`src/rtl/cwt_scalogram_ctrl.sv`:
```
// rtl/cwt_scalogram_ctrl.sv - collects J scale rows of N samples into BRAM and streams the scalogram out; PINGPONG_EN selects two-bank overlap
module cwt_scalogram_ctrl #(
    parameter int N      = 1024,
    parameter int J      = 64,
    parameter int DW     = 32,
    parameter int RD_LAT = 2,
    localparam int NB    = $clog2(N),
    localparam int JB    = $clog2(J),
    localparam int FW    = NB + JB,
`ifdef PINGPONG_EN
    localparam int AW    = FW + 1
`else
    localparam int AW    = FW
`endif
) (
    input  logic          clk,
    input  logic          rstn,
    input  logic          in_valid,
    input  logic [DW-1:0] in_data,
    output logic          in_ready,
    output logic          out_valid,
    input  logic          out_ready,
    output logic [DW-1:0] out_data,
    output logic          out_last,
    output logic [JB-1:0] out_scale,
    output logic          bram_we,
    output logic [AW-1:0] bram_waddr,
    output logic [DW-1:0] bram_wdata,
    output logic          bram_re,
    output logic [AW-1:0] bram_raddr,
    input  logic [DW-1:0] bram_rdata,
    output logic          busy_o,
    output logic          frame_done_o
);

    localparam int FD = RD_LAT + 2;
    localparam int PW = $clog2(FD);
    localparam int CW = $clog2(FD + 1) + 1;
    localparam int EW = DW + JB + 1;
`ifdef PINGPONG_EN
    localparam bit PP = 1'b1;
`else
    localparam bit PP = 1'b0;
`endif
    localparam logic [NB-1:0] N_MAX = NB'(N - 1);
    localparam logic [JB-1:0] J_MAX = JB'(J - 1);
    localparam logic [FW-1:0] R_MAX = FW'(N * J - 1);

    typedef enum logic {W_FILL, W_HOLD} wstate_t;
    typedef enum logic {R_IDLE, R_DRAIN} rstate_t;

    wstate_t         r_wstate, w_wstate_nx;
    rstate_t         r_rstate, w_rstate_nx;
    logic            r_run;
    logic [NB-1:0]   r_n;
    logic [JB-1:0]   r_j;
    logic [FW-1:0]   r_r;
    logic            r_iss_done;
    logic [RD_LAT-1:0] r_vpipe;
    logic [JB:0]     r_spipe [RD_LAT];
    logic [CW-1:0]   r_outst;
    logic [CW-1:0]   r_fcnt;
    logic [PW-1:0]   r_wp, r_rp;
    logic [EW-1:0]   r_fmem [FD];
`ifdef PINGPONG_EN
    logic            r_wb, r_rb;
`endif

    logic            w_in_ready, w_wr, w_frame_wr, w_rd_free, w_handoff;
    logic            w_issue, w_push, w_pop, w_rd_done;
    logic [EW-1:0]   w_head;

    function automatic logic [PW-1:0] ptr_inc(input logic [PW-1:0] p);
        return (p == PW'(FD - 1)) ? '0 : p + 1'b1;
    endfunction

    assign w_wr       = in_valid && w_in_ready;
    assign w_frame_wr = w_wr && (r_n == N_MAX) && (r_j == J_MAX);
    assign w_head     = r_fmem[r_rp];
    assign w_pop      = (r_fcnt != '0) && out_ready;
    assign w_rd_done  = w_pop && w_head[EW-1];
    assign w_rd_free  = (r_rstate == R_IDLE) || w_rd_done;
    assign w_push     = r_vpipe[RD_LAT-1];

    // Writer FSM
    always_ff @(posedge clk or negedge rstn) begin
        if (!rstn) begin
            r_wstate <= W_FILL;
        end else begin
            r_wstate <= w_wstate_nx;
        end
    end

    always_comb begin
        w_wstate_nx = r_wstate;
        case (r_wstate)
            W_FILL:  if (w_frame_wr && !(PP && w_rd_free)) w_wstate_nx = W_HOLD;
            W_HOLD:  if (w_rd_free) w_wstate_nx = W_FILL;
            default: w_wstate_nx = W_FILL;
        endcase
    end

    // Single bank: the frame goes to the reader as soon as it is complete and
    // the writer waits out the drain; two banks: handoff waits for a free reader.
    always_comb begin
        w_in_ready = r_run && (r_wstate == W_FILL);
        w_handoff  = 1'b0;
        case (r_wstate)
            W_FILL:  w_handoff = w_frame_wr && (!PP || w_rd_free);
            W_HOLD:  w_handoff = PP && w_rd_free;
            default: w_handoff = 1'b0;
        endcase
    end

    always_ff @(posedge clk or negedge rstn) begin
        if (!rstn) begin
            r_run <= 1'b0;
            r_n   <= '0;
            r_j   <= '0;
        end else begin
            r_run <= 1'b1;
            if (w_wr) begin
                if (r_n == N_MAX) begin
                    r_n <= '0;
                    r_j <= (r_j == J_MAX) ? '0 : r_j + 1'b1;
                end else begin
                    r_n <= r_n + 1'b1;
                end
            end
        end
    end

`ifdef PINGPONG_EN
    always_ff @(posedge clk or negedge rstn) begin
        if (!rstn) begin
            r_wb <= 1'b0;
            r_rb <= 1'b0;
        end else if (w_handoff) begin
            r_wb <= ~r_wb;
            r_rb <= r_wb;
        end
    end
`endif

    // Reader FSM
    always_ff @(posedge clk or negedge rstn) begin
        if (!rstn) begin
            r_rstate <= R_IDLE;
        end else begin
            r_rstate <= w_rstate_nx;
        end
    end

    always_comb begin
        w_rstate_nx = r_rstate;
        case (r_rstate)
            R_IDLE:  if (w_handoff) w_rstate_nx = R_DRAIN;
            R_DRAIN: if (w_rd_done && !w_handoff) w_rstate_nx = R_IDLE;
            default: w_rstate_nx = R_IDLE;
        endcase
    end

    // Credit check counts reads in flight plus buffered words, so the skid
    // FIFO can never overflow whatever out_ready does.
    always_comb begin
        w_issue = (r_rstate == R_DRAIN) && !r_iss_done &&
                  ((r_outst + r_fcnt) < CW'(FD));
    end

    always_ff @(posedge clk or negedge rstn) begin
        if (!rstn) begin
            r_r        <= '0;
            r_iss_done <= 1'b0;
        end else if (w_handoff) begin
            r_r        <= '0;
            r_iss_done <= 1'b0;
        end else if (w_issue) begin
            if (r_r == R_MAX) r_iss_done <= 1'b1;
            else              r_r        <= r_r + 1'b1;
        end
    end

    always_ff @(posedge clk or negedge rstn) begin
        if (!rstn) begin
            r_vpipe <= '0;
            for (int k = 0; k < RD_LAT; k++) r_spipe[k] <= '0;
        end else begin
            r_vpipe[0] <= w_issue;
            r_spipe[0] <= {r_r == R_MAX, r_r[FW-1:NB]};
            for (int k = 1; k < RD_LAT; k++) begin
                r_vpipe[k] <= r_vpipe[k-1];
                r_spipe[k] <= r_spipe[k-1];
            end
        end
    end

    always_ff @(posedge clk or negedge rstn) begin
        if (!rstn) begin
            r_outst <= '0;
            r_fcnt  <= '0;
            r_wp    <= '0;
            r_rp    <= '0;
        end else begin
            case ({w_issue, w_push})
                2'b10:   r_outst <= r_outst + 1'b1;
                2'b01:   r_outst <= r_outst - 1'b1;
                default: r_outst <= r_outst;
            endcase
            case ({w_push, w_pop})
                2'b10:   r_fcnt <= r_fcnt + 1'b1;
                2'b01:   r_fcnt <= r_fcnt - 1'b1;
                default: r_fcnt <= r_fcnt;
            endcase
            if (w_push) r_wp <= ptr_inc(r_wp);
            if (w_pop)  r_rp <= ptr_inc(r_rp);
        end
    end

    always_ff @(posedge clk) begin
        if (w_push) r_fmem[r_wp] <= {r_spipe[RD_LAT-1], bram_rdata};
    end

    assign in_ready     = w_in_ready;
    assign bram_we      = w_wr;
    assign bram_wdata   = w_wr ? in_data : '0;
    assign bram_re      = w_issue;
`ifdef PINGPONG_EN
    assign bram_waddr   = {r_wb, r_j, r_n};
    assign bram_raddr   = {r_rb, r_r};
`else
    assign bram_waddr   = {r_j, r_n};
    assign bram_raddr   = r_r;
`endif
    assign out_valid    = (r_fcnt != '0);
    assign out_data     = out_valid ? w_head[DW-1:0] : '0;
    assign out_scale    = out_valid ? w_head[DW+JB-1:DW] : '0;
    assign out_last     = out_valid && w_head[EW-1];
    assign frame_done_o = w_rd_done;
    assign busy_o       = (r_n != '0) || (r_j != '0) || (r_wstate == W_HOLD) ||
                          (r_rstate == R_DRAIN);

endmodule

```
`config.mk`:
```
export PLATFORM = sky130hd
export DESIGN_NAME = cwt_scalogram_ctrl
export DESIGN_NICKNAME = d
export VERILOG_FILES = /design/src/rtl/cwt_scalogram_ctrl.sv
export SDC_FILE = /design/constraint.sdc
export NUM_CORES = 1
export LEC_CHECK = 0
export ABC_AREA = 0
export BUFFER_PORTS_ARGS = -buffer_cell sky130_fd_sc_hd__clkbuf_2
export CAP_MARGIN = 10
export CORE_MARGIN = 2
export CORE_UTILIZATION = 40
export CTS_CLUSTER_SIZE = 25
export DETAILED_ROUTE_END_ITERATION = 8
export GPL_TIMING_DRIVEN = 0
export PLACE_DENSITY_LB_ADDON = 0.08
export SLEW_MARGIN = 20
export SYNTH_ARGS = -nofsm -noshare
export SYNTH_HDL_FRONTEND = slang
export SYNTH_SLANG_ARGS = --single-unit
```
`constraint.sdc`:
```
create_clock -name clk -period 4.8 [get_ports clk]
set_input_delay 0.48 -clock clk [delete_from_list [all_inputs] [get_ports clk]]
set_output_delay 0.48 -clock clk [all_outputs]
set_load 0.01 [all_outputs]
```
Yosys cells after proc, flatten, opt, wreduce, memory -nomap -nowiden
Memories as Yosys holds them, arrays and structs flattened.
Cells that the tools add are included.
{"block": "classes", "n_addsub": 10, "order_cmp": 1, "eq_ne": 10, "mux": 24, "n_bitwise": 2, "n_reduce_logical": 26}
{"op": "$mux W32", "n": 2}
{"op": "$mux W16", "n": 3}
{"op": "$add A16 B1 Y16 const B", "n": 1}
{"op": "$eq A16 B16 Y1 const B", "n": 1}
{"op": "$pmux W4 S2", "n": 2}
{"op": "$mux W6", "n": 2}
{"op": "$add A10 B1 Y10 const B", "n": 1}
{"op": "$eq A10 B10 Y1 const B", "n": 1}
{"op": "$logic_and A1 B1 Y1", "n": 10}
{"op": "$mux W10", "n": 1}
{"op": "$reduce_bool A10 Y1", "n": 1}
{"op": "$mux W1", "n": 9}
{"op": "$add A4 B1 Y4 const B", "n": 2}
{"op": "$eq A2 B2 Y1 const B", "n": 4}
{"op": "$reduce_bool A2 Y1", "n": 4}
{"op": "$sub A4 B1 Y4 const B", "n": 2}
{"op": "$add A6 B1 Y6 const B", "n": 1}
{"op": "$eq A6 B6 Y1 const B", "n": 1}
{"op": "$pmux W1 S2", "n": 3}
{"op": "$reduce_and A2 Y1", "n": 3}
{"op": "$reduce_bool A6 Y1", "n": 1}
{"op": "$add A2 B1 Y2 const B", "n": 2}
{"op": "$add A4 B4 Y4", "n": 1}
{"op": "$eq A2 B1 Y1 const B", "n": 2}
{"op": "7 further kinds", "n": 13}
{"block": "totals", "ff_bits": 64, "ramBits": 156, "out_inout_bits": 109, "elab_cells": 88, "mem_count": 1}
{"name": "r_fmem", "depth": 4, "width": 39, "read_ports": 1, "rd_clocked_by_memory_dff": 0, "write_ports": 1, "line": "64", "rtl": "logic [EW-1:0] r_fmem [FD];"}

Longest topological paths before layout
{"block": "depth", "word_depth": 10, "ltp_mapped": 13, "mapped_depth_nobuf": 11}

Worst setup path before layout
OpenSTA, ideal clock, no wires.
{"block": "synth_path", "path_kind": "register to register", "start": "register r_outst[1]", "end": "register r_outst[3]", "setup_time_ps": 125, "t_arrival_ps": 2720, "path_slack_ps": 1955, "stages_incl_launch_ff": 14, "path_buffers": 2, "synth_period_minus_slack_ps": 2845, "path_cell_list": "dfrtp_1 ha_1 a31oi_1 and4b_1 nor3_2 buf_2 buf_2 ha_1 ha_1 a21o_1 a21oi_1 xnor2_1 nor2_1 xor2_1"}
{"block": "synth_via", "elab_chain_len": 5}
{"item": "from (decl)", "line": "61", "rtl": "logic [CW-1:0] r_outst;"}
{"item": "from (signal assigned)", "line": "205", "rtl": "2'b10: r_outst <= r_outst + 1'b1;"}
{"item": "from (signal assigned)", "line": "206", "rtl": "2'b01: r_outst <= r_outst - 1'b1;"}
{"item": "from (signal assigned)", "line": "207", "rtl": "default: r_outst <= r_outst;"}
{"item": "$add A4 B4 Y4", "line": "167", "rtl": "((r_outst + r_fcnt) < CW'(FD));"}
{"item": "$lt A4 B3 Y1", "line": "167"}
{"item": "$logic_and A1 B1 Y1", "line": "166", "rtl": "w_issue = (r_rstate == R_DRAIN) && !r_iss_done &&"}
{"item": "$eq A2 B1 Y1 or $eq A2 B2 Y1 (tied branches)", "line": "204", "rtl": "case ({w_issue, w_push})"}
{"item": "$pmux W4 S2 or $reduce_bool A2 Y1 (tied branches)"}
Several ways; a longest one is shown, not always the timed one.
A chain may end at the register's enable or synchronous reset.

Final worst setup path
Ends and elaborated chain as after synthesis.

==> run metrics <==
status=complete, no violations; syn_nets=679; Register-to-Register Setup Slack=1.48 ns; ANT cells=0; multi-input logic area=2760 um^2; Period Utilization, post-route=69.1%; Yosys warning total=0; Max VDD drop=0.000164 V; largest net degree at the start of global routing=40; pwr dens=452 nW/um^2; Tot GR Track Use=16.2%; total core area=22,600 um^2; Starting Density=40.8%; number of flops mapped to enable cells by yosys=156; Slew @ Worst Pin=0.685 ns; Final Hold Vio Count=0; antenna-violating nets left=0; CTS Buffer Depth=3; dpl hpwl=12,700 um; Tot Pwr=0.00510 W; root buffer cell=clkbuf_16; end of the critical path=r_outst[3]$_DFFE_PN0P_; detailed-route via count=5,668; post_cts resized=0; DRC=0; crit-path cells=ha_1, a31oi_1, and4b_1, nor3_2, buf_2, buf_2, ha_1, ha_1, a21o_1, a21oi_1, xnor2_1, nor2_1, xor2_1; Setup Viol. Count Final=0; Port Buffers=176; synth unique cells=45; first-pass GRT wire length=31,400 um; antenna violations before repair=1; Site Rows=55; clock skew=0.00888 ns; total negative slack=0 ns; cell area after synthesis=9250 um^2; Layout area overhead=21.9%; max-slew violations=0; slowest stage cell, crit path=dfrtp_1; worst reg2reg path depth=13; final hold slack=0.199 ns; postcts setup bufs=0; Max Freq=0.302 GHz; GPL Wtd Cong=0.812; class of the most critical hold timing path=input port to register; Tmin final=3.32 ns; WP data required=5.18 ns; gr ovfl total=0; non-filler instance count after layout=1,098; htree depth=1; Die Wd=156 um; Inst Count DP=1,053; syn avg cell area=15.6 um^2; fin nets=883; num ports=177; CP startpoint=r_outst[1]$_DFFE_PN0P_; Hold Buf Count CTS=1; RSZ-0062 raised after global routing=false; synthesized flop and latch total=220; first-iteration detailed-routing DRC count=369; CP dominant cell by count=ha_1; sequential area share after synthesis=68.0%; layout cells sized above 1=33.5%; Worst EP arrival=3.70 ns; Die Height=156 um; number of CTS-inserted buffers=24; CP peak stage delay=0.42 ns; die area=24,300 um^2; worst-path fanout max=10; vias in the first global route=5,852; Post-synth ARST share=29.1%; Num Clock Sinks=220; Routed Wire Length=19,700 um; clock slew at reported path FFs=0.06 ns; Slew HR=53.9%; Syn Inst Count=591; MaxCap Viol Count=0; crit end category=register; startpoint types=register; filler cell count=1,996; drt pass-1 iters=4; cell leakage power=4.37 nW; worst skew pair latency=0.50 ns; Worst R2R End=r_outst[3]$_DFFE_PN0P_; CP Class=register to register; Avg WL per Cell=17.9 um; via/cell ratio=5.16; clock tree from TritonCTS=yes; worst r2r src=r_outst[1]$_DFFE_PN0P_; Top FF cell, synth=edfxtp_1; register area=6290 um^2
[per-layer routing]
metal	vias up	wire (um)	track usage, %
met2	134	9850	27.4
met3	27	924	3.00
li1	2651	-	-
met1	2854	8610	22.0
met4	2	259	3.80
met5	-	16	0
[power breakdown]
part	total, W	switching (W)	internal (W)
Sequential	0.00214	0.0000579	0.00208
Combinational	0.00123	0.000631	0.000604
Clock	0.00173	0.000706	0.00102
[worst min-delay path by stage]
stage	start	to	cells past startpoint
2_1_floorplan	rstn	bram_raddr[0]$_DFFE_PN0P_	0
3_3_place_gp	r_spipe[11]$_DFF_PN0_	r_spipe[4]$_DFF_PN0_	0
3_5_place_dp	r_spipe[8]$_DFF_PN0_	r_spipe[1]$_DFF_PN0_	0
4_1_cts	bram_rdata[22]	r_fmem[0][22]$_DFFE_PP_	1
5_1_grt	bram_rdata[31]	r_fmem[1][31]$_DFFE_PP_	1
6_report	bram_rdata[26]	r_fmem[0][26]$_DFFE_PP_	1
[Yosys cell counts, drive strengths merged, types with 14 or more instances]
cell	n	share of area (%)
a21oi	14	0.76
clkbuf	18	0.74
dfrtp	64	17
nand3	15	0.81
edfxtp	156	51
and3	39	2.6
mux4	39	9.5
nor2	15	0.61
and2	45	3.0
inv	19	0.77
o21ai	16	0.87
nand2	33	1.3
ha	18	2.4
[stage by stage]
| step | worst slack (ns) | util (%) | cell area, um^2 |
|---|---|---|---|
| 2_1_floorplan | 1.96 | - | 9250 |
| 3_3_place_gp | 1.56 | 46.3 | 10500 |
| 3_5_place_dp | 1.49 | 46.4 | 10500 |
| 4_1_cts | 1.47 | 49.8 | 11300 |
| 5_1_grt | 1.19 | 49.8 | 11300 |
| 6_report | 1.48 | 49.8 | 11300 |
[critical path: cells and delay by family (launching register included)]
family	cells	cell delay, ns
buffers and inverters	2	0.54
xor gates and xnor gates	2	0.29
DFF	1	0.42
AOI/OAI and AO/OA	3	0.62
adders and majority gates	3	0.78
and+or+nand+nor	3	0.56
[final cells by class]
| cell class | count | area share (%) |
|---|---|---|
| Buffer | 29 | 1.20 |
| Inverter | 19 | 0.633 |
| Clock inverter | 11 | 0.710 |
| Timing Repair Buffer | 178 | 8.10 |
| Multi-Input combinational cell | 323 | 24.5 |
| Clock buffer | 33 | 5.91 |
| Sequential cell | 220 | 55.8 |
| Tap cell | 285 | 3.16 |
[sequential cells by signal, summed over array words and instances (netlist names)]
name        cells
bram_raddr     16
r_fcnt          4
r_fmem        156
r_iss_done      1
r_j             6
r_n            10
r_outst         4
r_rp            2
r_rstate        1
r_run           1
r_spipe        14
r_vpipe         2
r_wp            2
r_wstate        1
[cell usage in the layout (no fill, tap or decap), types with 4 or more instances in the layout]
| cell | Yosys | final |
|---|---|---|
| clkbuf_2 | 1 | 176 |
| edfxtp_1 | 156 | 156 |
| dfrtp_1 | 64 | 64 |
| and2_1 | 45 | 41 |
| mux4_2 | 39 | 39 |
| and3_1 | 39 | 39 |
| nand2_1 | 33 | 33 |
| clkbuf_16 | 0 | 25 |
| clkbuf_1 | 17 | 24 |
| ha_1 | 18 | 18 |
| inv_1 | 17 | 17 |
| o21ai_0 | 16 | 16 |
| nor2_1 | 15 | 15 |
| nand3_1 | 15 | 15 |
| a21oi_1 | 14 | 14 |
| xor2_1 | 12 | 12 |
| or4_1 | 12 | 12 |
| buf_2 | 8 | 8 |
| nand4_1 | 7 | 7 |
| xnor2_1 | 7 | 7 |
| o31ai_1 | 7 | 7 |
| clkinv_2 | 0 | 7 |
| nor4_1 | 5 | 5 |
| and2_4 | 0 | 4 |
| or3_1 | 4 | 4 |
| o211ai_1 | 4 | 4 |
[logic make-up (layout without fill, tap and decap cells)]
logic type / count (synthesis) / in the layout / share of synthesized area, %
compound gates: 50 / 50 / 3.25
simple gates: 191 / 191 / 12.0
fa+ha+maj: 20 / 20 / 2.87
mux: 42 / 42 / 9.84
xor+xnor: 19 / 19 / 1.80
other cells: 1 / 1 / 0.0406
buf+inv: 48 / 270 / 2.23
flops: 220 / 220 / 68.0
(Power assumes the default switching activity.)
